$ cat config.mk
export PLATFORM = sky130hd
export DESIGN_NAME = matrix_input_ctrl
export DESIGN_NICKNAME = d
export VERILOG_FILES = /design/src/rtl/project_pkg.sv /design/src/rtl/matrix_input_ctrl_rc_counter.sv /design/src/rtl/matrix_input_ctrl.sv
export SDC_FILE = /design/constraint.sdc
export NUM_CORES = 1
export LEC_CHECK = 0
export CORE_ASPECT_RATIO = 2
export CORE_MARGIN = 3
export CORE_UTILIZATION = 55
export CTS_BUF_LIST = sky130_fd_sc_hd__clkbuf_16
export DETAILED_ROUTE_END_ITERATION = 16
export PLACE_DENSITY = 0.89
export RECOVER_POWER = 100
export SETUP_SLACK_MARGIN = 0.02
export SYNTH_ARGS = -nofsm -noshare
export SYNTH_HDL_FRONTEND = slang
export SYNTH_HIERARCHICAL = 1
export SYNTH_SLANG_ARGS = --single-unit
$ cat constraint.sdc
create_clock -name clk -period 6.35 [get_ports clk]
set_input_delay 1.5875 -clock clk [delete_from_list [all_inputs] [get_ports clk]]
set_output_delay 1.5875 -clock clk [all_outputs]
set_load 0.03 [all_outputs]
$ cat src/rtl/project_pkg.sv
// project_pkg: constants and types shared by the matrix input path.
// The storage block and the display block read the dimension limits from here,
// so all of them agree on MAX_DIM and ELEM_MAX.
package project_pkg;

  localparam int MAX_DIM  = 5;  // maximum rows and maximum columns
  localparam int ELEM_MAX = 9;  // largest legal (unsigned) element value
  localparam int DATA_W   = 8;  // parsed number / element width
  localparam int ADDR_W   = 5;  // storage address width, 2**ADDR_W >= MAX_DIM*MAX_DIM

  // matrix_input_ctrl capture states
  typedef enum logic [2:0] {
    IN_IDLE     = 3'd0,
    IN_GET_ROWS = 3'd1,
    IN_GET_COLS = 3'd2,
    IN_GET_ELEM = 3'd3,
    IN_PAD      = 3'd4,
    IN_DONE     = 3'd5
  } input_state_t;

endpackage

$ cat src/rtl/matrix_input_ctrl_rc_counter.sv
// mat_rc_counter: row/column position counter for a row-major matrix walk.
//   clk, rst_n          clock, asynchronous active-low reset
//   clr                 return to (0,0)
//   adv                 step to the next element; col wraps at mat_cols, then row++
//   mat_rows, mat_cols  captured matrix dimensions
//   last                current position is (mat_rows-1, mat_cols-1)
//   addr                storage address of the current position, row*MAX_DIM+col
module mat_rc_counter #(
  parameter int MAX_DIM = project_pkg::MAX_DIM,
  parameter int ADDR_W  = project_pkg::ADDR_W
) (
  input  logic              clk,
  input  logic              rst_n,
  input  logic              clr,
  input  logic              adv,
  input  logic [2:0]        mat_rows,
  input  logic [2:0]        mat_cols,
  output logic              last,
  output logic [ADDR_W-1:0] addr
);

  logic [2:0] row;
  logic [2:0] col;
  logic       col_last;

  assign col_last = (col == mat_cols - 3'd1);
  assign last     = col_last && (row == mat_rows - 3'd1);
  // Storage is laid out with a fixed MAX_DIM row pitch, so unused columns are skipped.
  assign addr     = ADDR_W'(row) * ADDR_W'(MAX_DIM) + ADDR_W'(col);

  always_ff @(posedge clk or negedge rst_n) begin
    if (!rst_n) begin
      row <= '0;
      col <= '0;
    end else if (clr) begin
      row <= '0;
      col <= '0;
    end else if (adv) begin
      if (col_last) begin
        col <= '0;
        row <= row + 3'd1;
      end else begin
        col <= col + 3'd1;
      end
    end
  end

endmodule

$ cat src/rtl/matrix_input_ctrl.sv
// matrix_input_ctrl: captures one matrix (rows, cols, elements) from the parsed
// number stream and writes it row-major into matrix storage.
//   clk, rst_n   clock, asynchronous active-low reset
//   start        pulse: begin (or restart) a capture
//   abort        level: return to IDLE immediately, cancelling any pending write
//   num_valid    strobe: num_data holds a parsed number
//   num_data     parsed unsigned number
//   num_end      strobe: end-of-matrix terminator
//   wr_en/wr_addr/wr_data   storage write, one cycle after the element is accepted
//   mat_rows, mat_cols      captured dimensions, held until the next start
//   busy         high whenever the capture FSM is not IDLE
//   err_flag     sticky: out-of-range dimension/element or early terminator seen
//   input_done   one-cycle pulse the cycle after the final write
//   state_dbg    current capture state
//
// Interface semantics: num_valid and num_end are single-cycle strobes with no
// back-pressure; each one is consumed on the rising edge where it is high, or
// dropped if the current state does not use it. wr_en is a single-cycle write
// strobe qualified by wr_addr/wr_data in the same cycle; storage cannot stall it.
module matrix_input_ctrl #(
  parameter int MAX_DIM  = project_pkg::MAX_DIM,
  parameter int ELEM_MAX = project_pkg::ELEM_MAX,
  parameter int DATA_W   = project_pkg::DATA_W,
  parameter int ADDR_W   = project_pkg::ADDR_W
) (
  input  logic                      clk,
  input  logic                      rst_n,
  input  logic                      start,
  input  logic                      abort,
  input  logic                      num_valid,
  input  logic [DATA_W-1:0]         num_data,
  input  logic                      num_end,
  output logic                      wr_en,
  output logic [ADDR_W-1:0]         wr_addr,
  output logic [DATA_W-1:0]         wr_data,
  output logic [2:0]                mat_rows,
  output logic [2:0]                mat_cols,
  output logic                      busy,
  output logic                      err_flag,
  output logic                      input_done,
  output project_pkg::input_state_t state_dbg
);

  import project_pkg::*;

  input_state_t      state, state_nxt;
  logic              cnt_clr, cnt_adv, cnt_last;
  logic [ADDR_W-1:0] cnt_addr;
  logic              wr_nxt;
  logic [DATA_W-1:0] wr_data_nxt;
  logic              err_set, err_clr;
  logic              rows_ld, cols_ld, dims_clr;
  logic              done_nxt;
  logic              dim_ok, elem_ok;

  assign dim_ok  = (num_data >= DATA_W'(1)) && (num_data <= DATA_W'(MAX_DIM));
  assign elem_ok = (num_data <= DATA_W'(ELEM_MAX));

  mat_rc_counter #(
    .MAX_DIM (MAX_DIM),
    .ADDR_W  (ADDR_W)
  ) u_rc (
    .clk      (clk),
    .rst_n    (rst_n),
    .clr      (cnt_clr),
    .adv      (cnt_adv),
    .mat_rows (mat_rows),
    .mat_cols (mat_cols),
    .last     (cnt_last),
    .addr     (cnt_addr)
  );

  always_comb begin
    state_nxt   = state;
    cnt_clr     = 1'b0;
    cnt_adv     = 1'b0;
    wr_nxt      = 1'b0;
    wr_data_nxt = '0;
    err_set     = 1'b0;
    err_clr     = 1'b0;
    rows_ld     = 1'b0;
    cols_ld     = 1'b0;
    dims_clr    = 1'b0;
    done_nxt    = 1'b0;

    if (abort) begin
      // No write or done pulse is scheduled; err_flag keeps its value.
      state_nxt = IN_IDLE;
    end else if (start) begin
      state_nxt = IN_GET_ROWS;
      cnt_clr   = 1'b1;
      err_clr   = 1'b1;
      dims_clr  = 1'b1;
    end else begin
      unique case (state)
        IN_IDLE: ;
        IN_GET_ROWS: begin
          if (num_valid) begin
            if (dim_ok) begin
              rows_ld   = 1'b1;
              state_nxt = IN_GET_COLS;
            end else begin
              err_set = 1'b1;
            end
          end
          if (num_end) err_set = 1'b1;
        end
        IN_GET_COLS: begin
          if (num_valid) begin
            if (dim_ok) begin
              cols_ld   = 1'b1;
              state_nxt = IN_GET_ELEM;
            end else begin
              err_set = 1'b1;
            end
          end
          if (num_end) err_set = 1'b1;
        end
        IN_GET_ELEM: begin
          if (num_valid && elem_ok) begin
            wr_nxt      = 1'b1;
            wr_data_nxt = num_data;
            cnt_adv     = 1'b1;
            // A simultaneous terminator applies after this element is taken.
            if (cnt_last)     state_nxt = IN_DONE;
            else if (num_end) state_nxt = IN_PAD;
          end else begin
            if (num_valid) err_set = 1'b1;
            if (num_end) state_nxt = IN_PAD;
          end
        end
        IN_PAD: begin
          wr_nxt  = 1'b1;
          cnt_adv = 1'b1;
          if (cnt_last) state_nxt = IN_DONE;
        end
        IN_DONE: begin
          // Entered on the edge that scheduled the final write, so the
          // registered pulse lands the cycle after that write.
          done_nxt  = 1'b1;
          state_nxt = IN_IDLE;
        end
        default: state_nxt = IN_IDLE;
      endcase
    end
  end

  always_ff @(posedge clk or negedge rst_n) begin
    if (!rst_n) begin
      state      <= IN_IDLE;
      wr_en      <= 1'b0;
      wr_addr    <= '0;
      wr_data    <= '0;
      mat_rows   <= '0;
      mat_cols   <= '0;
      err_flag   <= 1'b0;
      input_done <= 1'b0;
    end else begin
      state      <= state_nxt;
      wr_en      <= wr_nxt;
      input_done <= done_nxt;
      if (wr_nxt) begin
        wr_addr <= cnt_addr;
        wr_data <= wr_data_nxt;
      end
      if (dims_clr) begin
        mat_rows <= '0;
        mat_cols <= '0;
      end
      if (rows_ld) mat_rows <= num_data[2:0];
      if (cols_ld) mat_cols <= num_data[2:0];
      if (err_clr)      err_flag <= 1'b0;
      else if (err_set) err_flag <= 1'b1;
    end
  end

  assign busy      = (state != IN_IDLE);
  assign state_dbg = state;

endmodule
==> results.yml <==
global_routing:
  grt-ovfl-total: 0
  grt_pass1_wl_microns: 7660
  grt_max_degree: 32
  globalRouteMet3Util_pct: 5.40
  gr-usage-met2_pct: 41.3
  grtUsageMet1_pct: 25.3
  grt.total_usage_pct: 24.3
  antenna_found_initial: 0
  grt_pass1_vias: 1652
  grt-busiest-layer: "met2"
finish:
  fillers: 231
  diodes: 0
  seq_area_sq_um: 776
  final_core_util_pct: 73.9
  nets: 242
  areaGrowthSynthToFinish_pct: 24.7
  multi_input_area_sq_um: 967
  drive_gt1_share_pct: 6.94
floorplan:
  fp.dieW_microns: 47.9
  core_sq_um: 3270
  ios: 40
  num_rows: 29
  initial_utilization_pct: 59.2
  die_y_microns: 89.9
  dieArea_sq_um: 4310
power_and_ir_drop:
  power-per-cell-area_nw_per_um2: 210
  total_power_uw: 506
  leakage_uw: 0.00119
  ir_drop_mv: 0.225
setup_path:
  crit_required_ps: 6500
  worst_ep_arrival_time_ps: 4910
  r2r-end: "u_rc/row[0]"
  rrSetupSlack_ps: 3410
  timing.rr.start: "state_dbg[2]"
  r2r_cells: 6
  crit_path_end_kind: "flop"
  critPathLaunchType: "input pin"
  crit_type: "in2reg"
  crit_fanout: 14
logic_synthesis:
  yosysUniqueCellTypes: 52
  synth.most_common_cell: "dfrtp_1"
  ys_ff_latch: 31
  synth_top_area_share_pct: 40.1
  synth_area_leader_cell: "dfrtp_1"
  syn_nets: 200
  syn-instance-count: 173
  yosys_most_used_dff: "dfrtp_1"
  yosysSeqAreaShare_pct: 40.1
  yosysWarnings: 6
  synth_area_sq_um: 1930
  synth_commonest_cells: "dfrtp_1 (31), inv_1 (18), ha_1 (12)"
  avgSynthCellArea_sq_um: 11.2
  synth.area.top_cells: "dfrtp_1 (40%), ha_1 (7.8%), nor4_4 (4.4%)"
  async_flop_share_pct: 100
  synth_edf_count: 0
clock_tree:
  post_cts_resized: 0
  cts-buffers-inserted: 5
  cts_tree: "done"
  cts_hold_buf: 0
  clk_path_buf_depth: 2
  clk_latency_ps: 270
  cts_sinks: 31
  clk_pin_slew_ps: 50
  htree_levels: 2
  post_cts_buffers: 0
  root_buffer: "clkbuf_16"
min_path:
  hold_path_end: "wr_data[7]"
  worst_hold_path_type: "reg2reg"
  hp-start: "wr_data[7]"
  min_path_cells: 1
route:
  vias: 1566
  wl_per_cell_microns: 18.8
  drtIter0Drc: 54
  ant_nets: 0
  drcViolationCount: 0
  wirelength_microns: 4640
  firstDrtPassIters: 4
  viasPerCell: 6.34
timing:
  worst_clock_skew_ps: 1.54
  hold_viol: 0
  rsz0062_at_grt: "no"
  worst_slack_ps: 1600
  fmax_ghz: 0.210
  setup_viol: 0
  fin_crit_sh_pct: 74.9
  finalSetupTns_ps: 0
  tightest_slew_ps: 1650
  slew_headroom_pct: -9.83
  slew_viol_final: 32
  fin_crit_ps: 4750
run_status:
  status: "finished, violations left"
  violations: "capacitance limit, slew limit"
placement:
  dpl.hpwl_microns: 3510
  port_buffers: 39
  gp_congestion: 0.945
  dp_slack_ps: 2250
run:
  maxCapViolCount: 1
-- cell families (layout without fill, tap and decap cells) --
| kind of cell | Yosys count | after routing | synth area share [%] |
|---|---|---|---|
| fa+ha+maj | 13 | 13 | 8.80 |
| mux | 15 | 15 | 9.25 |
| flops | 31 | 31 | 40.1 |
| buf+inv | 24 | 67 | 5.50 |
| compound gates | 29 | 29 | 11.2 |
| xor+xnor | 10 | 10 | 5.37 |
| simple gates | 51 | 51 | 19.8 |
-- cell type report --
| class | instances | share of cell area, % |
|---|---|---|
| inverters | 19 | 3.01 |
| repair buffers | 40 | 16.3 |
| flip-flops and latches | 31 | 32.2 |
| multi-input cells | 118 | 40.1 |
| well taps | 31 | 1.61 |
| clock inverters | 3 | 1.61 |
| clock buffers | 5 | 5.19 |
-- stage by stage --
stage | hold WS (ps) | cells | area, sq um
after floorplan | 564 | 173 | 1930
after global placement | 476 | 239 | 2340
after detailed placement | 474 | 239 | 2340
after CTS | 487 | 247 | 2510
after global routing | 498 | 247 | 2410
final | 478 | 247 | 2410
-- power breakdown --
group          internal (uW)  leakage, uW  switching [uW]  total [uW]
combinational           15.6     0.000677            23.6        39.2
sequential               199     0.000431            2.19         202
clock                    183    0.0000812            82.8         265
-- worst max-delay path: stages --
cell and delay (ps):
dlygate4sd3_1 560, nor4_1 760, a41oi_1 200, or3_1 480
clkinvlp_2 390, nor4b_1 530, mux2_1 380
-- registers in the layout, indices dropped and copies added (netlist names) --
name / count
wr_data: 8
wr_addr: 5
mat_cols: 3
mat_rows: 3
state_dbg: 3
u_rc/col: 3
u_rc/row: 3
err_flag: 1
input_done: 1
wr_en: 1
-- placed cells by master, fill, tap and decap left out, types with 4 or more instances in the layout --
cell             instances
a21oi_1                  5
a22o_1                   4
clkbuf_16                5
clkdlybuf4s50_1         10
dfrtp_1                 31
dlygate4sd3_1           29
ha_1                    12
inv_1                   18
mux2_1                   6
mux2i_1                  7
nand2_1                 11
nand2b_1                 7
nor2_1                   4
nor3_1                   5
nor4_1                   4
xnor2_1                  5
xor2_1                   4
-- how the worst max path moves through the flow --
stage                             end         from  slack [ps]
final                     u_rc/row[0]  num_data[7]        1600
after global routing      u_rc/row[0]  num_data[7]        1280
after CTS                 u_rc/row[0]  num_data[7]        2520
after detailed placement  u_rc/row[0]  num_data[7]        2250
after global placement    u_rc/row[0]  num_data[7]        2370
after floorplan           u_rc/row[0]  num_data[7]        3030
-- layer usage --
metal	up-vias	wire length, microns
met3	28	170
met1	765	1620
met4	0	254
met5	-	0
met2	68	2590
li1	705	-
Note: power is estimated with default switching activity, not from simulation.
